==> src/rtl/fetch_seq_pkg.sv <==
// rtl/fetch_seq_pkg.sv - next-PC operation codes, NOP encoding and redirect decode
//
// Purpose: constants shared by the fetch sequencer, the next-PC unit and the
//          IF/ID register.
// Contents: NPC_* operation codes, INSTR_NOP, redirect_op() priority decode.
package fetch_seq_pkg;

  localparam logic [2:0]  NPC_PLUS4  = 3'b000;
  localparam logic [2:0]  NPC_BRANCH = 3'b001;
  localparam logic [2:0]  NPC_JUMP   = 3'b010;
  localparam logic [2:0]  NPC_JALR   = 3'b100;

  localparam logic [31:0] INSTR_NOP  = 32'h0000_0013;

  // EX redirect sources are nominally one-hot; jalr > jal > branch if not.
  function automatic logic [2:0] redirect_op(input logic jalr,
                                             input logic jal,
                                             input logic branch);
    if (jalr)        return NPC_JALR;
    else if (jal)    return NPC_JUMP;
    else if (branch) return NPC_BRANCH;
    else             return NPC_PLUS4;
  endfunction

endpackage

==> src/rtl/fetch_watchdog.sv <==
// rtl/fetch_watchdog.sv - sticky watchdog on consecutive unanswered fetch cycles
//
// Purpose: count consecutive cycles with a request outstanding and no
//          response; raise a sticky error once TIMEOUT such cycles are seen.
// Ports:
//   clk        in   clock, rising edge
//   rstn       in   asynchronous active-low reset
//   wait_i     in   a request is outstanding this cycle
//   ready_i    in   the response arrives this cycle
//   timeout_o  out  sticky timeout flag, cleared only by reset
module fetch_watchdog #(
  parameter int TIMEOUT = 255
) (
  input  logic clk,
  input  logic rstn,
  input  logic wait_i,
  input  logic ready_i,
  output logic timeout_o
);

  localparam int CW = $clog2(TIMEOUT + 1);

  logic [CW-1:0] r_count;
  logic          r_timeout;
  logic          w_waiting;

  assign w_waiting = wait_i & ~ready_i;

  always_ff @(posedge clk or negedge rstn) begin
    if (!rstn) begin
      r_count   <= '0;
      r_timeout <= 1'b0;
    end else begin
      if (!w_waiting)
        r_count <= '0;
      else if (r_count != CW'(TIMEOUT))
        r_count <= r_count + CW'(1);
      // Set at the end of the TIMEOUT-th consecutive wait cycle.
      if (w_waiting && (r_count == CW'(TIMEOUT - 1)))
        r_timeout <= 1'b1;
    end
  end

  assign timeout_o = r_timeout;

endmodule

==> src/rtl/fetch_seq.sv <==
// rtl/fetch_seq.sv - instruction-fetch sequencer: PC, imem handshake, redirects, stalls
//
// Purpose: owns the fetch PC, drives the external next-PC unit controls,
//          issues instruction-memory requests, presents fetched words to IF/ID,
//          merges EX redirects with ID load-use stalls and generates flushes.
// Ports:
//   clk, rstn                            clock, asynchronous active-low reset
//   load_use_stall                       IF/ID must hold this cycle
//   ex_branch_taken, ex_jal, ex_jalr     EX-stage redirect requests
//   ex_pc                                PC of the redirecting EX instruction
//   npc_in                               result of the next-PC unit
//   npc_op, pc_write, npc_pc             next-PC unit controls / PC operand
//   pc                                   current fetch PC
//   imem_req, imem_addr                  fetch request and address
//   imem_ready, imem_rdata               fetch response
//   if_valid, if_instr, if_pc            instruction presented to IF/ID
//   flush_ifid, flush_idex               pipeline register flushes
//   imem_timeout                         sticky fetch watchdog error
module fetch_seq
  import fetch_seq_pkg::*;
#(
  parameter logic [31:0] RESET_PC = 32'h0000_0000,
  parameter int          TIMEOUT  = 255
) (
  input  logic        clk,
  input  logic        rstn,
  input  logic        load_use_stall,
  input  logic        ex_branch_taken,
  input  logic        ex_jal,
  input  logic        ex_jalr,
  input  logic [31:0] ex_pc,
  input  logic [31:0] npc_in,
  output logic [2:0]  npc_op,
  output logic        pc_write,
  output logic [31:0] npc_pc,
  output logic [31:0] pc,
  output logic        imem_req,
  output logic [31:0] imem_addr,
  input  logic        imem_ready,
  input  logic [31:0] imem_rdata,
  output logic        if_valid,
  output logic [31:0] if_instr,
  output logic [31:0] if_pc,
  output logic        flush_ifid,
  output logic        flush_idex,
  output logic        imem_timeout
);

  typedef enum logic [1:0] {
    ST_BOOT  = 2'd0,
    ST_FETCH = 2'd1,
    ST_DRAIN = 2'd2,
    ST_HOLD  = 2'd3
  } state_e;

  state_e      r_state;
  state_e      w_next;
  logic [31:0] r_pc;
  logic [31:0] r_drain_addr;
  logic [31:0] r_hold_instr;
  logic [31:0] r_hold_pc;
  logic        w_redirect;
  logic        w_pass;    // forward imem_rdata straight to IF/ID
  logic        w_latch;   // capture the response into the hold buffer

  assign w_redirect = ex_jalr | ex_jal | ex_branch_taken;

  always_ff @(posedge clk or negedge rstn) begin
    if (!rstn) r_state <= ST_BOOT;
    else       r_state <= w_next;
  end

  always_comb begin
    w_next = r_state;
    case (r_state)
      ST_BOOT:  w_next = ST_FETCH;
      ST_FETCH: begin
        if (imem_ready) begin
          if (!w_redirect && load_use_stall) w_next = ST_HOLD;
        end else if (w_redirect) begin
          // The memory cannot cancel, so the stale response must be drained.
          w_next = ST_DRAIN;
        end
      end
      ST_DRAIN: if (imem_ready) w_next = ST_FETCH;
      ST_HOLD:  if (w_redirect || !load_use_stall) w_next = ST_FETCH;
      default:  w_next = ST_BOOT;
    endcase
  end

  always_comb begin
    npc_op     = redirect_op(ex_jalr, ex_jal, ex_branch_taken);
    npc_pc     = w_redirect ? ex_pc : r_pc;
    pc_write   = w_redirect;
    flush_ifid = w_redirect;
    flush_idex = w_redirect;
    imem_req   = 1'b0;
    imem_addr  = r_pc;
    if_valid   = 1'b0;
    w_pass     = 1'b0;
    w_latch    = 1'b0;
    case (r_state)
      ST_FETCH: begin
        imem_req = 1'b1;
        if (imem_ready && !w_redirect) begin
          if (load_use_stall) begin
            w_latch = 1'b1;
          end else begin
            if_valid = 1'b1;
            w_pass   = 1'b1;
            pc_write = 1'b1;
          end
        end
      end
      ST_DRAIN: begin
        imem_req  = 1'b1;
        imem_addr = r_drain_addr;
      end
      ST_HOLD: begin
        if (!w_redirect) begin
          if_valid = 1'b1;
          if (!load_use_stall) pc_write = 1'b1;
        end
      end
      default: ;
    endcase
  end

  always_ff @(posedge clk or negedge rstn) begin
    if (!rstn) begin
      r_pc         <= RESET_PC;
      r_drain_addr <= RESET_PC;
      r_hold_instr <= INSTR_NOP;
      r_hold_pc    <= RESET_PC;
    end else begin
      // With pc_write low the next-PC unit hands back the current pc.
      r_pc <= npc_in;
      if (r_state == ST_FETCH && !imem_ready && w_redirect)
        r_drain_addr <= r_pc;
      if (w_latch) begin
        r_hold_instr <= imem_rdata;
        r_hold_pc    <= r_pc;
      end
    end
  end

  assign pc       = r_pc;
  assign if_instr = w_pass ? imem_rdata : r_hold_instr;
  assign if_pc    = w_pass ? r_pc       : r_hold_pc;

  fetch_watchdog #(
    .TIMEOUT (TIMEOUT)
  ) u_watchdog (
    .clk       (clk),
    .rstn      (rstn),
    .wait_i    (imem_req),
    .ready_i   (imem_ready),
    .timeout_o (imem_timeout)
  );

endmodule
==> config.mk <==
export PLATFORM = sky130hd
export DESIGN_NAME = fetch_seq
export DESIGN_NICKNAME = d
export VERILOG_FILES = /design/src/rtl/fetch_seq_pkg.sv /design/src/rtl/fetch_watchdog.sv /design/src/rtl/fetch_seq.sv
export SDC_FILE = /design/constraint.sdc
export NUM_CORES = 1
export LEC_CHECK = 0
export BUFFER_PORTS_ARGS = -buffer_cell sky130_fd_sc_hd__buf_4
export CORE_MARGIN = 3
export CORE_UTILIZATION = 49
export CTS_CLUSTER_DIAMETER = 150
export DETAILED_ROUTE_END_ITERATION = 8
export PLACE_DENSITY = 0.8
export SLEW_MARGIN = 5
export SYNTH_ARGS = -nofsm -noshare
export SYNTH_HDL_FRONTEND = slang
export SYNTH_SLANG_ARGS = --single-unit
==> constraint.sdc <==
create_clock -name clk -period 3.3 [get_ports clk]
set_input_delay 0.66 -clock clk [delete_from_list [all_inputs] [get_ports clk]]
set_output_delay 0.66 -clock clk [all_outputs]
set_load 0.005 [all_outputs]
## Word level (Yosys, flattened, before mapping)

Index checks and enable logic that the tools add are counted.

- Register bits after elaboration: 139

- Add/subtract/negate cells: 1
- Equality and inequality tests: 10
- Multiplexer cells: 28
- Bitwise operators: 4
- Reduce and logical (&&, ||, !) cells: 12

Operators by type and width:

| kind | number |
|---|---|
| $mux W32 | 4 |
| $mux W8 | 2 |
| $mux W1 | 12 |
| $mux W2 | 6 |
| $add A8 B1 Y8 const B | 1 |
| $eq A8 B8 Y1 const B | 1 |
| $ne A8 B8 Y1 const B | 1 |
| $pmux W2 S4 | 1 |
| $ne A2 B2 Y1 const B | 3 |
| $ne A3 B3 Y1 const B | 2 |
| $logic_and A1 B1 Y1 | 5 |
| $eq A2 B2 Y1 const B | 2 |
| $pmux W1 S2 | 2 |
| $reduce_and A4 Y1 | 1 |
| $logic_not A1 Y1 | 3 |
| $mux W3 | 1 |
| $eq A2 B1 Y1 const B | 1 |
| $logic_not A2 Y1 | 1 |
| $or A1 B1 Y1 | 2 |
| $reduce_or A2 Y1 | 1 |
| $and A1 B1 Y1 | 1 |
| $logic_or A1 B1 Y1 | 1 |
| $not A1 Y1 | 1 |

## Depth between registers and ports, before layout

- Depth after elaboration: 7
- Gate-level depth with buffers: 7

## Modules after synthesis

A second synthesis with hierarchy kept.

- Cells, all modules: 526
- Area, all modules: 6678.9 µm²

By module, submodules not included:

| module | instances | cells each | area each (µm²) | sequential area each (µm²) |
|---|---|---|---|---|
| fetch_seq | 1 | 477 | 6178.4 | 3256.9 |
| fetch_watchdog | 1 | 49 | 500.5 | 225.2 |

## Least setup slack after synthesis

No wires, ideal clock.

- Path type: input-to-output
- Start: input ex_jal
- End: output if_instr[2]
- Data arrival time: 2.083 ns
- Required time: 2.640 ns
- Slack: 0.557 ns
- Stages on the path: 5
- Path buffers: 1
- Cells stage by stage: nor3_4 inv_2 nor3_4 buf_6 mux2_2

- Word-level cells in the longest chain between the ends: 7

RTL lines:

| what | line | RTL |
|---|---|---|
| from (decl) | fetch_seq.sv:29 | `input logic ex_jal,` |
| $or A1 B1 Y1 (2 in a row) | fetch_seq.sv:66 | `assign w_redirect = ex_jalr \| ex_jal \| ex_branch_taken;` |
| $logic_not A1 Y1 | n/a |  |
| $logic_and A1 B1 Y1 | fetch_seq.sv:105 | `if (imem_ready && !w_redirect) begin` |
| $mux W1 | fetch_seq.sv:105 |  |
| $mux W1 | fetch_seq.sv:102 | `case (r_state)` |
| $mux W32 | fetch_seq.sv:148 | `assign if_instr = w_pass ? imem_rdata : r_hold_instr;` |
| to (decl) | fetch_seq.sv:42 | `output logic [31:0] if_instr,` |

Every way passes these cells.

## Worst setup path in the final report

- Start: register r_state[1]
- End: output if_pc[0]

- Word-level cells in the longest chain between the ends: 3

RTL lines:

| what | line | RTL |
|---|---|---|
| from (decl) | fetch_seq.sv:56 | `state_e r_state;` |
| from (signal assigned) | fetch_seq.sv:70 | `else r_state <= w_next;` |
| $eq A2 B1 Y1 | fetch_seq.sv:102 |  |
| $mux W1 | fetch_seq.sv:102 |  |
| $mux W32 | fetch_seq.sv:149 | `assign if_pc = w_pass ? r_pc : r_hold_pc;` |
| to (decl) | fetch_seq.sv:43 | `output logic [31:0] if_pc,` |

Every way passes these cells.

==> metrics.txt <==
# TYPE chip_impl_metric gauge
chip_impl_metric{name="grt-ovfl-total",unit=""} 0
chip_impl_metric{name="synth.cell_area",unit="µm²"} 6656
chip_impl_metric{name="port_buffers",unit=""} 271
chip_impl_metric{name="finalSetupViolCount",unit=""} 0
chip_impl_metric{name="achievable-frequency",unit="MHz"} 327.0
chip_impl_metric{name="detail_route.iter0.violations",unit=""} 176
chip_impl_metric{name="first_pass_grt_wire_length",unit="mm"} 27.60
chip_impl_metric{name="post_synth.cell_area_avg",unit="µm²"} 12.63
chip_impl_metric{name="std_cell_rows",unit=""} 41
chip_impl_metric{name="ir_drop",unit="V"} 0.0003473
chip_impl_metric{name="io_pins",unit=""} 272
chip_impl_metric{name="crit_required",unit="ns"} 2.64
chip_impl_metric{name="cts-htree-levels",unit=""} 4
chip_impl_metric{name="critical_path_peak_fanout",unit=""} 47
chip_impl_info{name="synthTopCellsByArea",value="sky130_fd_sc_hd__dfrtp_1 51%, sky130_fd_sc_hd__mux2_2 32%, sky130_fd_sc_hd__nand2_1 5.7%"} 1
chip_impl_info{name="crit_path_start",value="r_state[1]$_DFFE_PN0P_"} 1
chip_impl_metric{name="post-cts-setup-buffers",unit=""} 0
chip_impl_metric{name="drtPass1Iterations",unit=""} 4
chip_impl_metric{name="initial_antenna_violation_count",unit=""} 0
chip_impl_info{name="cts_root_buffer",value="sky130_fd_sc_hd__clkbuf_16"} 1
chip_impl_metric{name="finalSetupTns",unit="ns"} 0
chip_impl_metric{name="post_synth_edffs",unit=""} 0
chip_impl_metric{name="timing.final.crit_share",unit="%"} 92.67
chip_impl_metric{name="final_layout_size_suffix_gt1_share",unit="%"} 63.30
chip_impl_metric{name="finalWirelength",unit="mm"} 17.93
chip_impl_metric{name="synthDistinctLibCells",unit=""} 39
chip_impl_metric{name="cts-buffers-inserted",unit=""} 17
chip_impl_metric{name="hold_viol_final",unit=""} 0
chip_impl_metric{name="via_count",unit=""} 5150
chip_impl_info{name="criticalPathCategory",value="flop to primary output"} 1
chip_impl_metric{name="synth_seq_cells",unit=""} 139
chip_impl_metric{name="tightest_slew",unit="ns"} 0.6542
chip_impl_metric{name="place_congestion",unit=""} 0.7599
chip_impl_metric{name="layout.nets",unit=""} 907
chip_impl_metric{name="max_slew_margin",unit="%"} 55.77
chip_impl_metric{name="dieArea",unit="µm²"} 15020
chip_impl_metric{name="syn-num-nets",unit=""} 635
chip_impl_metric{name="synth-seq-area-share",unit="%"} 52.31
chip_impl_metric{name="die_width",unit="µm"} 122.6
chip_impl_metric{name="final_antenna_net_count",unit=""} 0
chip_impl_metric{name="hpwl_after_detailed_placement",unit="mm"} 13.02
chip_impl_metric{name="p_leak",unit="nW"} 4.677
chip_impl_metric{name="remaining_drc_errors",unit=""} 0
chip_impl_metric{name="power-per-cell-area",unit="nW/µm²"} 764.5
chip_impl_metric{name="cts_num_sinks",unit=""} 139
chip_impl_metric{name="min_period",unit="ns"} 3.058
chip_impl_metric{name="first_global_vias",unit=""} 5556
chip_impl_metric{name="worstPathArrival",unit="ns"} 2.40
chip_impl_metric{name="skew",unit="ns"} 0.008062
chip_impl_info{name="cts_tree",value="yes"} 1
chip_impl_metric{name="initial_utilization",unit="%"} 51.49
chip_impl_metric{name="synth-warning-count",unit=""} 0
chip_impl_metric{name="core_region_area",unit="µm²"} 12930
chip_impl_info{name="r2r-start",value="r_state[1]$_DFFE_PN0P_"} 1
chip_impl_metric{name="fill_cells",unit=""} 899
chip_impl_metric{name="grt.total_usage",unit="%"} 23.82
chip_impl_metric{name="cts_hold_buf",unit=""} 0
chip_impl_info{name="final_common_cell",value="sky130_fd_sc_hd__buf_4"} 1
chip_impl_metric{name="area_delta_synth_final",unit="%"} 42.61
chip_impl_info{name="status",value="complete, no violations"} 1
chip_impl_metric{name="max-clock-path-buffers",unit=""} 2
chip_impl_metric{name="multi_input_area",unit="µm²"} 2989
chip_impl_metric{name="detail_route.vias_per_cell",unit=""} 5.234
chip_impl_metric{name="pin_count_of_the_biggest_net_entering_global_routing",unit=""} 73
chip_impl_metric{name="fin_total_pwr",unit="mW"} 7.257
chip_impl_metric{name="clk_pin_slew_worst_paths",unit="ns"} 0.06
chip_impl_metric{name="n_antenna_cell",unit=""} 0
chip_impl_metric{name="die_y",unit="µm"} 122.6
chip_impl_info{name="min-delay-path-class",value="primary input to asynchronous set/reset pin"} 1
chip_impl_metric{name="final_max_slew_viol_count",unit=""} 0
chip_impl_metric{name="synth_top_area_share",unit="%"} 51.13
chip_impl_metric{name="clock_insertion_delay_worst_skew",unit="ns"} 0.41
chip_impl_metric{name="total_area_of_sequential_cells",unit="µm²"} 3482
chip_impl_metric{name="maxCapViolations",unit=""} 0
chip_impl_metric{name="detail_route.wl_per_cell",unit="µm"} 18.22
chip_impl_info{name="commonest_non_fill_non_tap_cells_in_the_layout",value="278 x sky130_fd_sc_hd__buf_4, 188 x sky130_fd_sc_hd__mux2_2, 136 x sky130_fd_sc_hd__dfrtp_1"} 1
chip_impl_metric{name="synthesis.instances",unit=""} 527
chip_impl_info{name="synthFlopType",value="sky130_fd_sc_hd__dfrtp_1"} 1
chip_impl_info{name="worstSetupStartpointType",value="flop"} 1
chip_impl_info{name="synth_area_leader_cell",value="sky130_fd_sc_hd__dfrtp_1"} 1
chip_impl_metric{name="postSynth.asyncResetShare",unit="%"} 100.0
chip_impl_info{name="rsz0062_at_grt",value="false"} 1
chip_impl_info{name="end_kind",value="primary output"} 1
metal layers:
layer  vias up  wire, µm  global-route usage, %
met5         -         0                      0
met4         0       382                  10.08
met1      2519      6603                  25.11
met3        30      1280                  7.143
met2       204      9662                  43.90
li1       2397         -                      -
final cells by class:
type	count	share of cell area [%]
repair buffers	282	22.74
multi-input cells	353	31.49
clock buffers	19	4.771
flip-flops and latches	139	36.68
well taps	172	2.267
clock inverters	13	1.819
inverters	6	0.2372
stage by stage:
| stage | hold WS, ns | setup WS (ns) | cell area, µm² | util (%) | std cells |
|---|---|---|---|---|---|
| global placement | 0.4693 | 0.4991 | 8865 | 68.57 | 952 |
| global route | 0.2841 | 0.1099 | 9493 | 73.43 | 984 |
| finish | 0.2532 | 0.2418 | 9493 | 73.43 | 984 |
| detailed placement | 0.4704 | 0.4873 | 8865 | 68.57 | 952 |
| floorplan | 0.3644 | 0.5565 | 6656 | - | 527 |
| CTS | 0.2809 | 0.1047 | 9490 | 73.41 | 984 |
timing repair:
item                                   in CTS  in global routing
gates resized for setup                     0                  1
endpoints found under the hold margin       0                  0
setup endpoints to repair                   0                 52
state kept, by name, summed over array words and instances (netlist names):
register,count
r_hold_instr,32
u_watchdog.timeout_o,1
u_watchdog.r_count,8
r_hold_pc,32
pc,32
r_state,2
r_drain_addr,32
worst paths after layout:
path,end,slack (ns),depth (start not counted)
setup / recovery,if_pc[0],0.24,7
hold / removal,r_hold_pc[5]$_DFFE_PN0P_,0.25,1
setup reg to reg,r_hold_pc[16]$_DFFE_PN0P_,1.38,6
hold reg to reg,u_watchdog.timeout_o$_DFFE_PN0P_,0.48,1
max in group asynchronous,r_hold_instr[1]$_DFFE_PN1P_,2.18,2
min in group clk,pc[19]$_DFF_PN0_,0.35,1
worst max-delay path, cell delays in order, from the launching register on:
cell and delay [ns]:
sky130_fd_sc_hd__dfrtp_1 0.44, sky130_fd_sc_hd__inv_1 0.09, sky130_fd_sc_hd__ha_2 0.29, sky130_fd_sc_hd__nand2_1 0.13, sky130_fd_sc_hd__nor3_4 0.18, sky130_fd_sc_hd__buf_12 0.27
sky130_fd_sc_hd__mux2_2 0.40, sky130_fd_sc_hd__buf_4 0.14
logic make-up after synthesis:
kind of cell | after synthesis | share of synthesized area, %
DFF | 139 | 52.31
adders and majority gates | 5 | 0.9398
AOI/OAI and AO/OA | 24 | 2.500
buffers and inverters | 35 | 2.932
muxes | 193 | 32.63
and+or+nand+nor | 131 | 8.684
cells in the mapped netlist, types with 2 or more instances:
cell	number
sky130_fd_sc_hd__a211oi_1	4
sky130_fd_sc_hd__a21oi_1	3
sky130_fd_sc_hd__a31oi_1	4
sky130_fd_sc_hd__and3_1	2
sky130_fd_sc_hd__buf_1	4
sky130_fd_sc_hd__buf_2	9
sky130_fd_sc_hd__buf_4	2
sky130_fd_sc_hd__buf_6	6
sky130_fd_sc_hd__clkbuf_1	8
sky130_fd_sc_hd__dfrtp_1	136
sky130_fd_sc_hd__dfstp_2	3
sky130_fd_sc_hd__ha_1	5
sky130_fd_sc_hd__inv_1	5
sky130_fd_sc_hd__mux2_1	4
sky130_fd_sc_hd__mux2_2	188
sky130_fd_sc_hd__nand2_1	101
sky130_fd_sc_hd__nand2b_1	2
sky130_fd_sc_hd__nand3_1	3
sky130_fd_sc_hd__nand4_1	3
sky130_fd_sc_hd__nor2_1	4
sky130_fd_sc_hd__nor3_1	4
sky130_fd_sc_hd__nor3_4	2
sky130_fd_sc_hd__nor4b_1	2
sky130_fd_sc_hd__o21ai_0	4
sky130_fd_sc_hd__o21bai_1	3
sky130_fd_sc_hd__o311a_1	2
sky130_fd_sc_hd__or2_2	2
where the power goes:
group	internal (mW)	switching, mW
logic	1.65	0.928
clock network	1.30	0.695
registers	2.33	0.356
total	5.28	1.98
No activity file was read; power rests on OpenSTA's default activity.
